$ cat src/rtl/prince_ti_sbox_sched_pkg.sv
// Shared types and constants for the nibble-serial threshold-implemented PRINCE S-box scheduler.
// Holds the scheduler FSM encoding and the share/nibble geometry.
package prince_ti_pkg;

  localparam int NIB_W    = 4;
  localparam int STATE_W  = 64;
  localparam int N_SHARES = 3;
  localparam int CNT_W    = 5;

  typedef enum logic [1:0] {
    ST_IDLE  = 2'd0,
    ST_FEED  = 2'd1,
    ST_DRAIN = 2'd2,
    ST_DONE  = 2'd3
  } state_t;

  // Select nibble idx of one share; idx comes only from a counter, never from share data.
  function automatic logic [NIB_W-1:0] nib_sel(input logic [STATE_W-1:0] s,
                                               input logic [3:0]         idx);
    nib_sel = s[idx*NIB_W +: NIB_W];
  endfunction

endpackage

$ cat src/rtl/prince_ti_sbox_sched_if.sv
// Bundle of the state-in, result-out and S-box pipeline signals of the scheduler.
// Handshakes: a transfer happens on a rising edge where valid and ready are both 1; valid never depends on ready.
interface prince_ti_sbox_sched_if;
  import prince_ti_pkg::*;

  logic               in_valid;
  logic               in_ready;
  logic [STATE_W-1:0] in_s0;
  logic [STATE_W-1:0] in_s1;
  logic [STATE_W-1:0] in_s2;

  logic               out_valid;
  logic               out_ready;
  logic [STATE_W-1:0] out_s0;
  logic [STATE_W-1:0] out_s1;
  logic [STATE_W-1:0] out_s2;

  logic               sb_in_valid;
  logic [NIB_W-1:0]   sb_in_s0;
  logic [NIB_W-1:0]   sb_in_s1;
  logic [NIB_W-1:0]   sb_in_s2;
  logic [NIB_W-1:0]   sb_out_s0;
  logic [NIB_W-1:0]   sb_out_s1;
  logic [NIB_W-1:0]   sb_out_s2;

  modport slave (
    input  in_valid, in_s0, in_s1, in_s2,
    output in_ready,
    output out_valid, out_s0, out_s1, out_s2,
    input  out_ready,
    output sb_in_valid, sb_in_s0, sb_in_s1, sb_in_s2,
    input  sb_out_s0, sb_out_s1, sb_out_s2
  );

  modport master (
    output in_valid, in_s0, in_s1, in_s2,
    input  in_ready,
    input  out_valid, out_s0, out_s1, out_s2,
    output out_ready,
    input  sb_in_valid, sb_in_s0, sb_in_s1, sb_in_s2,
    output sb_out_s0, sb_out_s1, sb_out_s2
  );

endinterface

$ cat src/rtl/prince_ti_sbox_sched_ti_valid_delay.sv
// Delays the S-box issue strobe by the pipeline latency so results are captured exactly when they return.
// Clearing it on reset discards any nibbles still travelling through the external pipeline.
module ti_valid_delay #(
  parameter int LAT = 3
) (
  input  logic clk,
  input  logic rst,
  input  logic sb_in_valid,
  output logic cap_en
);

  logic [LAT-1:0] dly_q;

  generate
    if (LAT == 1) begin : g_one
      always_ff @(posedge clk) begin
        if (rst) dly_q <= '0;
        else     dly_q <= sb_in_valid;
      end
    end else begin : g_many
      always_ff @(posedge clk) begin
        if (rst) dly_q <= '0;
        else     dly_q <= {dly_q[LAT-2:0], sb_in_valid};
      end
    end
  endgenerate

  assign cap_en = dly_q[LAT-1];

endmodule

$ cat src/rtl/prince_ti_sbox_sched.sv
// Nibble-serial scheduler: streams a 3-share 64-bit state through a shared S-box pipeline
// one nibble per share per cycle, then reassembles the returned nibbles into a 3-share result.
module prince_ti_sbox_sched
  import prince_ti_pkg::*;
#(
  parameter int NIB = 16,
  parameter int LAT = 3
) (
  input  logic                   clk,
  input  logic                   rst,
  prince_ti_sbox_sched_if.slave  bus,
  output logic                   busy,
  output state_t                 dbg_state
);

  state_t           state_q, state_d;
  logic [CNT_W-1:0] rd_cnt, wr_cnt;
  logic [3:0]       rd_nxt;
  logic             sb_v_q;
  logic             cap_en, cap_go;
  logic             accept, feed_last, feed_more;

  // One register set per share; shares are only ever indexed by counters.
  logic [STATE_W-1:0] in_sh  [N_SHARES];
  logic [NIB_W-1:0]   out_sh [N_SHARES];
  logic [STATE_W-1:0] st_q   [N_SHARES];
  logic [STATE_W-1:0] res_q  [N_SHARES];
  logic [NIB_W-1:0]   sb_q   [N_SHARES];

  assign in_sh[0]  = bus.in_s0;
  assign in_sh[1]  = bus.in_s1;
  assign in_sh[2]  = bus.in_s2;
  assign out_sh[0] = bus.sb_out_s0;
  assign out_sh[1] = bus.sb_out_s1;
  assign out_sh[2] = bus.sb_out_s2;

  assign accept    = (state_q == ST_IDLE) && bus.in_valid;
  assign feed_last = (state_q == ST_FEED) && (rd_cnt == CNT_W'(NIB-1));
  assign feed_more = (state_q == ST_FEED) && !feed_last;
  assign cap_go    = cap_en && ((state_q == ST_FEED) || (state_q == ST_DRAIN));
  assign rd_nxt    = rd_cnt[3:0] + 4'd1;

  always_comb begin
    state_d = state_q;
    case (state_q)
      ST_IDLE:  if (bus.in_valid) state_d = ST_FEED;
      ST_FEED:  if (feed_last) state_d = ST_DRAIN;
      ST_DRAIN: if (cap_go && (wr_cnt == CNT_W'(NIB-1))) state_d = ST_DONE;
      ST_DONE:  if (bus.out_ready) state_d = ST_IDLE;
      default:  state_d = ST_IDLE;
    endcase
  end

  always_ff @(posedge clk) begin
    if (rst) state_q <= ST_IDLE;
    else     state_q <= state_d;
  end

  always_ff @(posedge clk) begin
    if (rst) begin
      rd_cnt <= '0;
      wr_cnt <= '0;
      sb_v_q <= 1'b0;
    end else if (accept) begin
      rd_cnt <= '0;
      wr_cnt <= '0;
      sb_v_q <= 1'b1;
    end else begin
      if (state_q == ST_FEED) rd_cnt <= rd_cnt + CNT_W'(1);
      sb_v_q <= feed_more;
      if (cap_go) wr_cnt <= wr_cnt + CNT_W'(1);
    end
  end

  // The S-box operands are registered one cycle ahead so sb_in_s* never glitch and read 0 when idle.
  always_ff @(posedge clk) begin
    if (rst) begin
      for (int k = 0; k < N_SHARES; k++) begin
        st_q[k]  <= '0;
        res_q[k] <= '0;
        sb_q[k]  <= '0;
      end
    end else begin
      for (int k = 0; k < N_SHARES; k++) begin
        if (accept) st_q[k] <= in_sh[k];
        if (accept)         sb_q[k] <= in_sh[k][NIB_W-1:0];
        else if (feed_more) sb_q[k] <= nib_sel(st_q[k], rd_nxt);
        else                sb_q[k] <= '0;
        if (cap_go) res_q[k][wr_cnt[3:0]*NIB_W +: NIB_W] <= out_sh[k];
      end
    end
  end

  ti_valid_delay #(.LAT(LAT)) u_delay (
    .clk         (clk),
    .rst         (rst),
    .sb_in_valid (sb_v_q),
    .cap_en      (cap_en)
  );

  assign bus.in_ready    = (state_q == ST_IDLE);
  assign bus.out_valid   = (state_q == ST_DONE);
  assign bus.out_s0      = res_q[0];
  assign bus.out_s1      = res_q[1];
  assign bus.out_s2      = res_q[2];
  assign bus.sb_in_valid = sb_v_q;
  assign bus.sb_in_s0    = sb_q[0];
  assign bus.sb_in_s1    = sb_q[1];
  assign bus.sb_in_s2    = sb_q[2];
  assign busy            = (state_q != ST_IDLE);
  assign dbg_state       = state_q;

endmodule
$ cat src/flat_wrapper.sv
// flat-port wrapper written by rule: the top's interface ports become plain ports
module prince_ti_sbox_sched_flat import prince_ti_pkg::*;
#(
  parameter int NIB = 16,
  parameter int LAT = 3
)
  (clk, rst, busy, dbg_state, bus_in_valid, bus_in_s0, bus_in_s1, bus_in_s2, bus_in_ready, bus_out_valid, bus_out_s0, bus_out_s1, bus_out_s2, bus_out_ready, bus_sb_in_valid, bus_sb_in_s0, bus_sb_in_s1, bus_sb_in_s2, bus_sb_out_s0, bus_sb_out_s1, bus_sb_out_s2);
  prince_ti_sbox_sched_if bus_i ();
  input  logic clk;
  input  logic rst;
  output logic busy;
  output state_t dbg_state;
  input wire logic [$bits(bus_i.in_valid)-1:0] bus_in_valid;
  input wire logic [$bits(bus_i.in_s0)-1:0] bus_in_s0;
  input wire logic [$bits(bus_i.in_s1)-1:0] bus_in_s1;
  input wire logic [$bits(bus_i.in_s2)-1:0] bus_in_s2;
  output wire logic [$bits(bus_i.in_ready)-1:0] bus_in_ready;
  output wire logic [$bits(bus_i.out_valid)-1:0] bus_out_valid;
  output wire logic [$bits(bus_i.out_s0)-1:0] bus_out_s0;
  output wire logic [$bits(bus_i.out_s1)-1:0] bus_out_s1;
  output wire logic [$bits(bus_i.out_s2)-1:0] bus_out_s2;
  input wire logic [$bits(bus_i.out_ready)-1:0] bus_out_ready;
  output wire logic [$bits(bus_i.sb_in_valid)-1:0] bus_sb_in_valid;
  output wire logic [$bits(bus_i.sb_in_s0)-1:0] bus_sb_in_s0;
  output wire logic [$bits(bus_i.sb_in_s1)-1:0] bus_sb_in_s1;
  output wire logic [$bits(bus_i.sb_in_s2)-1:0] bus_sb_in_s2;
  input wire logic [$bits(bus_i.sb_out_s0)-1:0] bus_sb_out_s0;
  input wire logic [$bits(bus_i.sb_out_s1)-1:0] bus_sb_out_s1;
  input wire logic [$bits(bus_i.sb_out_s2)-1:0] bus_sb_out_s2;
  assign bus_i.in_valid = bus_in_valid;
  assign bus_i.in_s0 = bus_in_s0;
  assign bus_i.in_s1 = bus_in_s1;
  assign bus_i.in_s2 = bus_in_s2;
  assign bus_in_ready = bus_i.in_ready;
  assign bus_out_valid = bus_i.out_valid;
  assign bus_out_s0 = bus_i.out_s0;
  assign bus_out_s1 = bus_i.out_s1;
  assign bus_out_s2 = bus_i.out_s2;
  assign bus_i.out_ready = bus_out_ready;
  assign bus_sb_in_valid = bus_i.sb_in_valid;
  assign bus_sb_in_s0 = bus_i.sb_in_s0;
  assign bus_sb_in_s1 = bus_i.sb_in_s1;
  assign bus_sb_in_s2 = bus_i.sb_in_s2;
  assign bus_i.sb_out_s0 = bus_sb_out_s0;
  assign bus_i.sb_out_s1 = bus_sb_out_s1;
  assign bus_i.sb_out_s2 = bus_sb_out_s2;
  prince_ti_sbox_sched #(.NIB(NIB), .LAT(LAT)) u_core (.clk(clk), .rst(rst), .bus(bus_i), .busy(busy), .dbg_state(dbg_state));
endmodule
$ cat config.mk
export PLATFORM = sky130hd
export DESIGN_NAME = prince_ti_sbox_sched_flat
export DESIGN_NICKNAME = d
export VERILOG_FILES = /design/src/rtl/prince_ti_sbox_sched_pkg.sv /design/src/rtl/prince_ti_sbox_sched_if.sv /design/src/rtl/prince_ti_sbox_sched_ti_valid_delay.sv /design/src/rtl/prince_ti_sbox_sched.sv /design/src/flat_wrapper.sv
export SDC_FILE = /design/constraint.sdc
export NUM_CORES = 1
export LEC_CHECK = 0
export CAP_MARGIN = 10
export CORE_MARGIN = 2
export CORE_UTILIZATION = 31
export CTS_BUF_LIST = sky130_fd_sc_hd__clkbuf_16
export CTS_CLUSTER_DIAMETER = 150
export DETAILED_ROUTE_END_ITERATION = 10
export PLACE_DENSITY = 0.66
export SYNTH_ARGS = -nofsm -noshare
export SYNTH_HDL_FRONTEND = slang
export SYNTH_SLANG_ARGS = --single-unit
$ cat constraint.sdc
create_clock -name clk -period 8.25 [get_ports clk]
set_input_delay 2.0625 -clock clk [delete_from_list [all_inputs] [get_ports clk]]
set_output_delay 2.0625 -clock clk [all_outputs]
set_load 0.005 [all_outputs]
* Word level (Yosys, flattened, before mapping) *
Memory sizes are Yosys's and may differ from the RTL's.
Index checks and enable logic that the tools add are counted.
W data, S select, Z words.

word-level totals
  word-level logic and storage cells = 469
  memory bits (writable) = 396
  input port bits = 208
  memories kept = 3
  output and inout bits = 210
  flip-flop bits (word level) = 16

memories
  name          words  width  rd ports  clocked after Yosys merged registers in  write ports  line                        text
  u_core.res_q  3      64     3         0                                        3            prince_ti_sbox_sched.sv:27  logic [STATE_W-1:0] res_q [N_SHARES];
  u_core.st_q   3      64     3         0                                        3            prince_ti_sbox_sched.sv:26  logic [STATE_W-1:0] st_q [N_SHARES];
  u_core.sb_q   3      4      3         0                                        3            prince_ti_sbox_sched.sv:28  logic [NIB_W-1:0] sb_q [N_SHARES];

operators by class
  add/sub/neg operators = 4
  bitwise operators = 204
  reductions and logical operators = 11
  shift-type cells = 7
  eq/ne operators = 9
  mux-type cells = 226

operators with widths
  kind                       number
  $mux W64                   4
  $mux W1                    208
  $or A1 B1 Y1               204
  $shiftx A4 B34 Y64         3
  $shiftx A64 B7 Y4          3
  $shift A4 B34 Y64 const A  1
  $mux W4                    9
  $neg A6 Y34                1
  $add A5 B1 Y5 const B      2
  $eq A5 B4 Y1 const B       2
  $mux W2                    4
  $pmux W2 S4                1
  $logic_and A1 B1 Y1        5
  $add A4 B1 Y4 const B      1
  $eq A2 B2 Y1 const B       2
  $ne A2 B1 Y1 const B       2
  $ne A2 B2 Y1 const B       2
  $reduce_and A4 Y1          1
  $eq A2 B1 Y1 const B       1
  $logic_not A2 Y1           1
  $reduce_bool A2 Y1         1
  $reduce_or A2 Y1           1
  $logic_not A1 Y1           1
  $logic_or A1 B1 Y1         1

* Longest topological paths before layout *
Gate-level depths: netlist of the first run.

  word-level depth = 10
  depth in mapped cells = 11
  gate-level depth less buffers = 8

* Cells and area by module *
From an unflattened synthesis of the first run, not the netlist that was laid out.

second synthesis, totals
  cell total of the unflattened synthesis = 1256
  area total of the unflattened synthesis = 18141.1 µm²

modules (own cells, without submodules)
  module                sequential area each (µm²)  times used  area an instance (µm²)  cells each
  prince_ti_sbox_sched  12151.7                     1           18062.3                 1250
  ti_valid_delay        60.1                        1           78.8                    6

* Least setup slack after synthesis of the first run *
Ideal clock, no wire load.

  path type = in2reg
  start point = in rst
  end point = mem u_core.st_q[0][0] (enable)
  setup slack = -163 ps
  arrival = 7780 ps
  library setup time = 633 ps
  cell stages on the path = 3
  cell sequence = clkbuf_1 -> a21o_1 -> clkbuf_1

RTL lines
  item         line                        text
  from (decl)  flat_wrapper.sv:10          input logic rst;
  to (decl)    prince_ti_sbox_sched.sv:26

==> run summary, run 1 <==
Reg area: 0.0122 mm2
Crit path launch type: input pin
Worst skew pair latency: 560 ps
CTS Buf Count: 44
DR vias/cell: 4.73
Die Area: 0.0591 mm2
Slew Limit Fails: 0
CTS root buf: clkbuf_16
Net Sw Power: 0.00136 W
Initial Util: 31.4%
Syn-to-layout area delta: 35.5%
Critical path fanouts, max: 203
Relative slew slack: 14.5%
Peak supply drop: 0.000227 V
Die span in y: 243 um
Worst hold path type: flip-flop to flip-flop
Post-route insts no fill: 2375
EDFF count, synth: 396
Top achievable clock speed: 225 MHz
Reg clk slew, reported paths: 60 ps
WL/cell: 20.3 um
Worst Path Required: 8560 ps
Sequential share of the synthesized area: 68.9%
CTS resizes: 0
Setup crit start: rst
Sink Count: 412
Syn. warnings: 0
Share of layout cells above drive strength 1: 14.0%
Period utilisation layout: 53.8%
Final TNS setup: 0 ps
Clk pwr share: 33.8%
# setup viols final: 0
Critical Path AT: 4750 ps
Number of routed nets with antenna violations: 0
Bufs on Longest Clock Path: 3
Type of the worst setup path: input pin to flip-flop
Vias: 11.2k
Syn Area/Cell: 15.0 um2
Reg-to-reg endpoint: u_core.res_q[0][24]$_SDFFCE_PN0P_
Total gr overflow: 0
Sequential share of power: 49.8%
Port Buf Inserts: 417
First-pass GRT wire length: 72700 um
# Post-CTS Setup Buffers: 0
Filler cells: 5049
Post-route DRC: 0
Internal: 0.00416 W
Worst Skew: 12.4 ps
Sw Share: 24.7%
Hold Fails Final Rpt: 0
Setup ws final: 3810 ps
Number of global-route vias before repair: 11.5k
R2R Path Start: u_core.wr_cnt[0]$_SDFFE_PP0P_
Worst R2R Setup Slack: 4340 ps
GRT Total Usage: 16.3%
FFs w/ async S/R, synth: 0%
TritonCTS clock tree: built
Boundary Pins: 418
Initial antenna violation count: 3
Min Tclk post-route: 4440 ps
Lkg Pwr: 8.12 nW
Synth Flop Type: edfxtp_1
Mapped Area: 0.0177 mm2
Post-Syn Instances: 1184
Multi-input logic area: 0.00516 mm2
Detailed placer's ending HPWL: 34600 um
Pre-CTS setup slack: 3240 ps
GP Congestion: 0.857
Hold Path End: u_core.u_delay.dly_q[1]$_SDFF_PP0_
Routed WL: 48300 um
Yosys cell types: 47
Hold_sp: u_core.u_delay.dly_q[0]$_SDFF_PP0_
Largest net degree at the start of global routing: 204
Kind of end point of the critical path: flip-flop
Cells after DPL: 2292
Pwr Density: 230 mW/mm2
# hold bufs at CTS: 0
Reg2Reg Depth: 5
Hold Crit Depth: 1
Fin nets: 1802
RSZ-0062 raised after global routing: false
Measured slew at the worst slew-check pin: 1280 ps
Core area: 0.0565 mm2
Max Cap Viol: 0
Status: completed
H-tree depth: 2
Synth Register Bits: 412
Cell row count: 87
Gate power share: 16.4%
Initial DRC Count: 786
Die X: 243 um
Pre-antenna DRT Iters: 5
==> synthesized netlist by cell type, types with 2 or more instances <==
library cell  count  area share [%]
edfxtp_1        396              67
and2_1          198             7.0
nor3_1           85             2.4
nand2_1          83             1.8
nor3_2           72             4.1
nor2_1           58             1.2
clkbuf_1         57             1.2
mux4_2           48             6.1
buf_2            16            0.45
dfxtp_1          16             1.8
a21oi_1          15            0.42
mux2i_1          14            0.79
o21ai_0          14            0.40
mux2_2           12            0.76
buf_6            11            0.70
inv_1            11            0.23
ha_1             10            0.71
a21o_1            7            0.30
a31o_2            7            0.35
nand2b_1          6            0.21
nor2b_1           5            0.18
xnor2_1           5            0.25
xor2_1            4            0.20
and3_1            3            0.11
buf_1             3           0.063
nand3_1           3           0.085
o21bai_1          3            0.13
a211oi_1          2           0.085
nand4_1           2           0.071
==> final cells by class <==
cell class              instances  share of cell area (%)
clock inverters                35                   0.922
clock buffers                  45                    4.69
multi-input cells             684                    21.5
inverters                      11                   0.172
repair buffers                431                    18.0
diodes                          1                  0.0104
well taps                     756                    3.94
flip-flops and latches        412                    50.8
==> power groups by stage <==
stage          Combinational (W)  Sequential (W)  Clock [W]
2_1_floorplan           0.000533         0.00274          0
3_3_place_gp            0.000917         0.00279          0
3_5_place_dp            0.000925         0.00281          0
4_1_cts                 0.000928         0.00276    0.00191
5_1_grt                 0.000981         0.00279    0.00199
6_report                0.000904         0.00275    0.00187
==> through the flow <==
step / util, % / power [W] / cell area (um2) / hold slack [ps]
CTS: 42.5 / 0.00560 / 24000 / 451
floorplan: - / 0.00328 / 17800 / 414
global route: 42.5 / 0.00575 / 24000 / 464
global placement: 40.1 / 0.00370 / 22700 / 436
finish: 42.5 / 0.00552 / 24000 / 447
detailed placement: 40.1 / 0.00373 / 22700 / 437
==> routing by layer <==
metal | global-route usage [%] | routed length [um] | vias to the layer above
met5 | 0 | 27 | -
met4 | 5.03 | 1360 | 4
met3 | 4.39 | 4390 | 80
met2 | 27.3 | 23300 | 594
met1 | 20.7 | 19200 | 5415
li1 | - | - | 5140
==> registers in the layout, summed over array words and instances (netlist names) <==
register / flops
u_core.u_delay.dly_q: 3
u_core.res_q: 192
u_core.wr_cnt: 5
u_core.st_q: 192
u_core.sb_q: 12
u_core.bus.sb_in_valid: 1
u_core.rd_cnt: 5
u_core.dbg_state: 2
==> worst max-delay path, cell delays in order <==
cell	delay, ps
clkdlybuf4s50_1	450
buf_4	290
a21o_4	150
buf_12	720
or2_1	230
nand2b_1	430
nor2_1	90
a211o_1	230
==> placed cells by master (no fill, tap or decap), types with 12 or more instances in the layout <==
cell type / n
clkdlybuf4s50_1: 417
edfxtp_1: 396
and2_1: 198
nor3_1: 85
nand2_1: 82
nor3_2: 72
nor2_1: 56
mux4_2: 48
clkbuf_16: 45
inv_1: 22
dfxtp_1: 15
mux2i_1: 14
a21oi_1: 14
o21ai_0: 14
mux2_2: 12
conb_1: 12
==> logic make-up after synthesis <==
group / synth area share [%]
xor gates and xnor gates: 0.444
DFF: 68.9
buffers and inverters: 2.70
adders and majority gates: 0.706
other: 0.0211
AOI/OAI and AO/OA: 2.05
muxes: 7.65
and+or+nand+nor: 17.6
==> how the worst max path moves through the flow <==
stage                                                  to  slack [ps]
after floorplan           u_core.st_q[0][0]$_SDFFCE_PN0P_        2860
after global placement        u_core.sb_q[2][2]$_DFFE_PP_        3280
after detailed placement      u_core.sb_q[2][2]$_DFFE_PP_        3240
after CTS                     u_core.sb_q[2][2]$_DFFE_PP_        3850
after global routing          u_core.sb_q[2][2]$_DFFE_PP_        3610
final                         u_core.sb_q[2][2]$_DFFE_PP_        3810
No activity file was read; power rests on OpenSTA's default activity.
==> inputs of run 2 (changes only) <==
--- a/config.mk
+++ b/config.mk
@@ -11,7 +11,7 @@
 export CTS_BUF_LIST = sky130_fd_sc_hd__clkbuf_16
 export CTS_CLUSTER_DIAMETER = 150
 export DETAILED_ROUTE_END_ITERATION = 10
-export PLACE_DENSITY = 0.66
+export PLACE_DENSITY = 0.64
 export SYNTH_ARGS = -nofsm -noshare
 export SYNTH_HDL_FRONTEND = slang
 export SYNTH_SLANG_ARGS = --single-unit
==> constraint.sdc (replaced) <==
create_clock -name clk -period 4.4 [get_ports clk]
set_input_delay 1.1 -clock clk [delete_from_list [all_inputs] [get_ports clk]]
set_output_delay 1.1 -clock clk [all_outputs]
set_load 0.005 [all_outputs]
==> run 2 against run 1 <==
  * Sequential cell count is the same
  * Global-route usage down 0.24 points
  * Clock power increased by 94%
  * Via count is 0.57% higher
  * First-iteration DRC count up 14%
  * Sequential share of layout area decreased by 0.32 points
  * Critical path depth fell by 1
  * Critical endpoint is now u_core.res_q[0][117]$_SDFFCE_PN0P_
  * Largest cell class unchanged
==> run summary, run 2 (same netlist as run 1, synthesis figures left out) <==
Initial DRC Count: 894 (was 786)
Internal: 0.00794 W (was 0.00416 W)
Detailed placer's ending HPWL: 34600 um (about the same)
# hold bufs at CTS: 0 (unchanged)
Peak supply drop: 0.000215 V (was 0.000227 V)
Largest registers: u_core.res_q: 192 flops, u_core.st_q: 192 flops, u_core.sb_q: 12 flops (unchanged)
Period utilisation layout: 73.5%
TritonCTS clock tree: built (unchanged)
Sequential share of power: 48.7% (was 49.8%)
Gate power share: 16.7% (was 16.4%)
Clk pwr share: 34.7% (was 33.8%)
Final TNS setup: 0 ps (unchanged)
Die X: 243 um (unchanged)
Filler cells: 5084 (was 5049)
Worst Path Required: 4660 ps (was 8560 ps)
Critical Path AT: 3490 ps (was 4750 ps)
Largest net degree at the start of global routing: 203 (was 204)
CTS root buf: clkbuf_16 (unchanged)
Share of layout cells above drive strength 1: 14.9% (was 14.0%)
Measured slew at the worst slew-check pin: 1300 ps (was 1280 ps)
Status: completed (unchanged)
Slowest library cell on the worst path: dfxtp_1 (was buf_12)
Biggest cell delay along the critical path: 560 ps (was 720 ps)
Bufs on Longest Clock Path: 3 (unchanged)
# Post-CTS Setup Buffers: 0 (unchanged)
Die Area: 0.0591 mm2 (unchanged)
Pwr Density: 433 mW/mm2 (was 230 mW/mm2)
Worst hold path type: flip-flop to flip-flop (unchanged)
Worst Skew: 12.4 ps (about the same)
Reg clk slew, reported paths: 50 ps (was 60 ps)
DR vias/cell: 4.74 (was 4.73)
Cell row count: 87 (unchanged)
Relative slew slack: 13.1% (was 14.5%)
Sink Count: 412 (unchanged)
Die span in y: 243 um (unchanged)
Sw Share: 24.2% (was 24.7%)
Slew Limit Fails: 0 (unchanged)
Min Tclk post-route: 3230 ps
Number of routed nets with antenna violations: 0 (unchanged)
RSZ-0062 raised after global routing: false (unchanged)
Worst skew pair latency: 550 ps (was 560 ps)
Post-route DRC: 0 (unchanged)
H-tree depth: 2 (unchanged)
GP Congestion: 0.897 (was 0.857)
CTS resizes: 0 (unchanged)
First-pass GRT wire length: 71700 um (was 72700 um)
Cell chain of the critical path: inv_1 > ha_1 > and2_0 > a311o_1 > a22oi_2 > buf_12 > nor3_1 (was clkdlybuf4s50_1 > buf_4 > a21o_4 > buf_12 > or2_1 > nand2b_1 > nor2_1 > a211o_1)
Most frequent cells in the layout: clkdlybuf4s50_1 (417), edfxtp_1 (396), and2_1 (198) (unchanged)
Crit path launch type: flip-flop (was input pin)
Crit path buf inv count: 2 (was 3)
Fin nets: 1814 (was 1802)
Lkg Pwr: 8.19 nW (was 8.12 nW)
Max Cap Viol: 0 (unchanged)
Vias: 11.3k (was 11.2k)
Total gr overflow: 0 (unchanged)
Initial antenna violation count: 4 (was 3)
GRT Total Usage: 16.1% (was 16.3%)
CTS Buf Count: 44 (unchanged)
Port Buf Inserts: 417 (unchanged)
Initial Util: 31.4% (unchanged)
Net Sw Power: 0.00254 W (was 0.00136 W)
# setup viols final: 0 (unchanged)
Commonest non-fill, non-tap cell in the layout: clkdlybuf4s50_1 (unchanged)
Hold Fails Final Rpt: 0 (unchanged)
Boundary Pins: 418 (unchanged)
Type of the worst setup path: flip-flop to flip-flop (was input pin to flip-flop)
Critical path fanouts, max: 83 (was 203)
Pwr Total: 0.0105 W (was 0.00552 W)
Routed WL: 48100 um (was 48300 um)
Pre-antenna DRT Iters: 6 (was 5)
Kind of end point of the critical path: flip-flop (unchanged)
WL/cell: 20.2 um (was 20.3 um)
Core area: 0.0565 mm2 (unchanged)
Number of global-route vias before repair: 11.4k (was 11.5k)
Top achievable clock speed: 309 MHz
Syn-to-layout area delta: 36.4% (was 35.5%)
Crit-path leading delay family: compound AO/OA/AOI/OAI gates (was buffers and inverters)
run 2: cell count changes in the layout (fill, tap and decap cells not counted), moves of 3 or more:
cell / change
clkinv_1: -3
inv_1: -5
buf_4: +11
inv_6: -3
run 2: worst paths after layout:
path | startpoint | to | slack, ps | depth (start not counted)
worst max-delay path | u_core.wr_cnt[0]$_SDFFE_PP0P_ | u_core.res_q[0][117]$_SDFFCE_PN0P_ | 1170 | 7
worst min-delay path | u_core.u_delay.dly_q[1]$_SDFF_PP0_ | u_core.u_delay.dly_q[2]$_SDFF_PP0_ | 450 | 1
worst max register to register | u_core.wr_cnt[0]$_SDFFE_PP0P_ | u_core.res_q[0][117]$_SDFFCE_PN0P_ | 1170 | 7
worst min register to register | u_core.u_delay.dly_q[1]$_SDFF_PP0_ | u_core.u_delay.dly_q[2]$_SDFF_PP0_ | 450 | 1
run 2: per-layer routing:
metal / GRT usage [%] / share of wire, %
met3: 4.42 / 9.1
met5: 0 / 0.096
met4: 4.96 / 2.7
met2: 27.1 / 49
met1: 20.0 / 39
run 2: worst reg2reg max path: cells and delay by family, from the launching register on:
| family | cells | cell delay [ps] |
|---|---|---|
| buf+inv | 2 | 530 |
| simple gates | 2 | 700 |
| fa+ha+maj | 1 | 430 |
| compound gates | 2 | 720 |
| flops | 1 | 560 |
run 2: power groups by stage:
stage	Clock (W)	Combinational [W]	Sequential (W)
after detailed placement	0	0.00180	0.00519
after CTS	0.00371	0.00180	0.00511
after global placement	0	0.00179	0.00516
final	0.00363	0.00175	0.00510
after floorplan	0	0.00100	0.00513
after global routing	0.00385	0.00192	0.00515
run 2: area by class of cell:
cell class | instances | area, um2 | share of cell area, %
Multi-Input combinational cell | 684 | 5160 | 21.3
Tap cell | 756 | 946 | 3.91
Inverter | 11 | 41.3 | 0.171
Clock buffer | 45 | 1130 | 4.66
Clock inverter | 32 | 280 | 1.16
Antenna cell | 1 | 2.50 | 0.0103
Timing Repair Buffer | 443 | 4410 | 18.2
Sequential cell | 412 | 12200 | 50.5
run 2: stage by stage:
| step | worst slack (ps) | instances | utilization, % | instance area, um2 | hold slack, ps |
|---|---|---|---|---|---|
| floorplan | 1090 | 1195 | - | 17800 | 414 |
| global placement | 1070 | 2305 | 40.3 | 22800 | 431 |
| detailed placement | 994 | 2305 | 40.3 | 22800 | 433 |
| CTS | 1180 | 2382 | 42.8 | 24200 | 448 |
| global route | 926 | 2383 | 42.8 | 24200 | 464 |
| finish | 1170 | 2384 | 42.8 | 24200 | 447 |
==> inputs of run 3 (changes only) <==
--- a/config.mk
+++ b/config.mk
@@ -11,7 +11,7 @@
 export CTS_BUF_LIST = sky130_fd_sc_hd__clkbuf_16
 export CTS_CLUSTER_DIAMETER = 150
 export DETAILED_ROUTE_END_ITERATION = 10
-export PLACE_DENSITY = 0.64
+export PLACE_DENSITY = 0.66
 export SYNTH_ARGS = -nofsm -noshare
 export SYNTH_HDL_FRONTEND = slang
 export SYNTH_SLANG_ARGS = --single-unit
==> constraint.sdc (replaced) <==
create_clock -name clk -period 2.9 [get_ports clk]
set_input_delay 0.725 -clock clk [delete_from_list [all_inputs] [get_ports clk]]
set_output_delay 0.725 -clock clk [all_outputs]
set_load 0.005 [all_outputs]
==> run 3 against run 2 <==
  * Register-to-register slack worse by 1000 ps
  * Largest power group unchanged
  * Critical path type unchanged
  * Clock power up 48%
  * Power increased by 51%
==> run summary, run 3 (same netlist as run 1, synthesis figures left out) <==
Status: completed (unchanged)
Relative slew slack: 61.5% (was 13.1%)
Type of the worst setup path: flip-flop to flip-flop (unchanged)
# setup viols final: 0 (unchanged)
Most frequent cells in the layout: clkdlybuf4s50_1 (417), edfxtp_1 (396), and2_1 (198) (unchanged)
Kind of end point of the critical path: flip-flop (unchanged)
Worst Skew: 11.1 ps (was 12.4 ps)
Detailed placer's ending HPWL: 35300 um (was 34600 um)
Number of global-route vias before repair: 11.5k (was 11.4k)
Worst skew pair latency: 550 ps (about the same)
Routed WL: 48300 um (was 48100 um)
Critical Path AT: 3020 ps (was 3490 ps)
# Post-CTS Setup Buffers: 0 (unchanged)
Hold Fails Final Rpt: 0 (unchanged)
Largest registers: u_core.res_q: 192 flops, u_core.st_q: 192 flops, u_core.sb_q: 12 flops (unchanged)
Net Sw Power: 0.00386 W (was 0.00254 W)
TritonCTS clock tree: built (unchanged)
Reg2Reg Depth: 8 (was 7)
First-pass GRT wire length: 72300 um (was 71700 um)
Total gr overflow: 0 (unchanged)
Internal: 0.0120 W (was 0.00794 W)
Slowest library cell on the worst path: or4b_1 (was dfxtp_1)
Max Cap Viol: 0 (unchanged)
Final TNS setup: 0 ps (unchanged)
Post-route DRC: 0 (unchanged)
Initial Util: 31.4% (unchanged)
Worst path most repeated cell: nor3_1
Initial DRC Count: 953 (was 894)
Biggest cell delay along the critical path: 510 ps (was 560 ps)
Top achievable clock speed: 363 MHz (was 309 MHz)
Reg clk slew, reported paths: 60 ps (was 50 ps)
Period utilisation layout: 95.0% (was 73.5%)
Cell chain of the critical path: nor3_1 > ha_1 > or4b_1 > a32o_1 > a22oi_2 > buf_12 > buf_16 > nor3_1 (was inv_1 > ha_1 > and2_0 > a311o_1 > a22oi_2 > buf_12 > nor3_1)
Sw Share: 24.3% (was 24.2%)
CTS Buf Count: 44 (unchanged)
Sequential share of power: 48.6% (was 48.7%)
GP Congestion: 0.866 (was 0.897)
Crit path depth: 8 (was 7)
Cell row count: 87 (unchanged)
GRT Total Usage: 16.2% (was 16.1%)
Largest net degree at the start of global routing: 94 (was 203)
Sink Count: 412 (unchanged)
Core area: 0.0565 mm2 (unchanged)
CTS root buf: clkbuf_16 (unchanged)
Lkg Pwr: 8.37 nW (was 8.19 nW)
Gate power share: 17.4% (was 16.7%)
Die X: 243 um (unchanged)
Critical path fanouts, max: 47 (was 83)
Initial antenna violation count: 4 (unchanged)
Die span in y: 243 um (unchanged)
Syn-to-layout area delta: 38.2% (was 36.4%)
Min Tclk post-route: 2750 ps (was 3230 ps)
Vias: 11.4k (was 11.3k)
Diodes inserted: 0 (was 1)
Hold Crit Depth: 1 (unchanged)
Pre-antenna DRT Iters: 5 (was 6)
Share of layout cells above drive strength 1: 16.5% (was 14.9%)
RSZ-0062 raised after global routing: false (unchanged)
Worst Path Required: 3170 ps (was 4660 ps)
Bufs on Longest Clock Path: 3 (unchanged)
Crit-path leading delay family: simple AND/OR/NAND/NOR gates (was compound AO/OA/AOI/OAI gates)
Number of routed nets with antenna violations: 0 (unchanged)
Finished Core Util: 43.4% (was 42.8%)
Die Area: 0.0591 mm2 (unchanged)
Boundary Pins: 418 (unchanged)
Crit path buf inv count: 2 (unchanged)
Crit path launch type: flip-flop (unchanged)
Fin nets: 1842 (was 1814)
Peak supply drop: 0.000360 V (was 0.000215 V)
Port Buf Inserts: 417 (unchanged)
DR vias/cell: 4.72 (was 4.74)
Worst hold path type: flip-flop to flip-flop (unchanged)
# hold bufs at CTS: 0 (unchanged)
Slew Limit Fails: 0 (unchanged)
Pwr Density: 647 mW/mm2 (was 433 mW/mm2)
WL/cell: 20.1 um (was 20.2 um)
Clk pwr share: 34.0% (was 34.7%)
Commonest non-fill, non-tap cell in the layout: clkdlybuf4s50_1 (unchanged)
Measured slew at the worst slew-check pin: 564 ps (was 1300 ps)
H-tree depth: 2 (unchanged)
-- run 3: changes by cell type in the layout (fill, tap and decap cells not counted), moves of 2 or more --
cell	change
buf_12	+12
buf_4	+16
clkinv_2	+2
dfxtp_1	-2
dfxtp_2	+3
inv_1	-2
inv_6	+2
inv_8	-3
-- run 3: final cells by class --
| cell class | instances | area (um2) |
|---|---|---|
| Clock inverter | 31 | 241 |
| Multi-Input combinational cell | 684 | 5160 |
| Fill cell | 5004 | 32000 |
| Timing Repair Buffer | 471 | 4790 |
| Sequential cell | 412 | 12200 |
| Clock buffer | 45 | 1130 |
| Tap cell | 756 | 946 |
| Inverter | 11 | 41.3 |
-- run 3: power by group through the flow --
| stage | combinational, W | sequential [W] | clock, W |
|---|---|---|---|
| after global placement | 0.00280 | 0.00781 | 0 |
| after detailed placement | 0.00283 | 0.00785 | 0 |
| after floorplan | 0.00152 | 0.00776 | 0 |
| after global routing | 0.00302 | 0.00779 | 0.00573 |
| after CTS | 0.00284 | 0.00773 | 0.00552 |
| final | 0.00277 | 0.00772 | 0.00539 |
-- run 3: per-layer routing --
layer | vias up | global-route usage (%) | share of wire [%]
li1 | 5205 | - | -
met3 | 63 | 4.14 | 8.7
met5 | - | 0 | 0.093
met2 | 626 | 27.4 | 49
met1 | 5478 | 20.8 | 41
met4 | 6 | 3.77 | 1.7
-- run 3: worst reg2reg max path, delay by kind of cell, from the launching register on --
kind	cells	cell delay, ps
buffers and inverters	2	450
AO/OA/AOI/OAI	2	570
flip-flops	1	370
adder cells (fa/ha/maj)	1	290
AND/OR/NAND/NOR	3	800
-- run 3: stage by stage --
step	setup WS, ps	hold WS, ps	cell area (um2)	total power (W)	std cells
after detailed placement	58.3	422	23100	0.0107	2334
after global routing	14.9	465	24500	0.0165	2410
after global placement	105	422	23100	0.0106	2334
after floorplan	136	414	17800	0.00928	1195
after CTS	15.0	441	24500	0.0161	2410
final	146	436	24500	0.0159	2410
-- run 3: what timing repair did --
item	in CTS	in global routing
setup endpoints to repair	0	50
hold endpoints to repair	0	0
gates resized for setup	0	4
-- run 3: path summary, 6_finish.rpt --
check / slack, ps / from / to
max: 150 / u_core.wr_cnt[1]$_SDFFE_PP0P_ / u_core.res_q[0][22]$_SDFFCE_PN0P_
min: 440 / u_core.u_delay.dly_q[0]$_SDFF_PP0_ / u_core.u_delay.dly_q[1]$_SDFF_PP0_
max reg2reg: 150 / u_core.wr_cnt[1]$_SDFFE_PP0P_ / u_core.res_q[0][22]$_SDFFCE_PN0P_
min reg2reg: 440 / u_core.u_delay.dly_q[0]$_SDFF_PP0_ / u_core.u_delay.dly_q[1]$_SDFF_PP0_
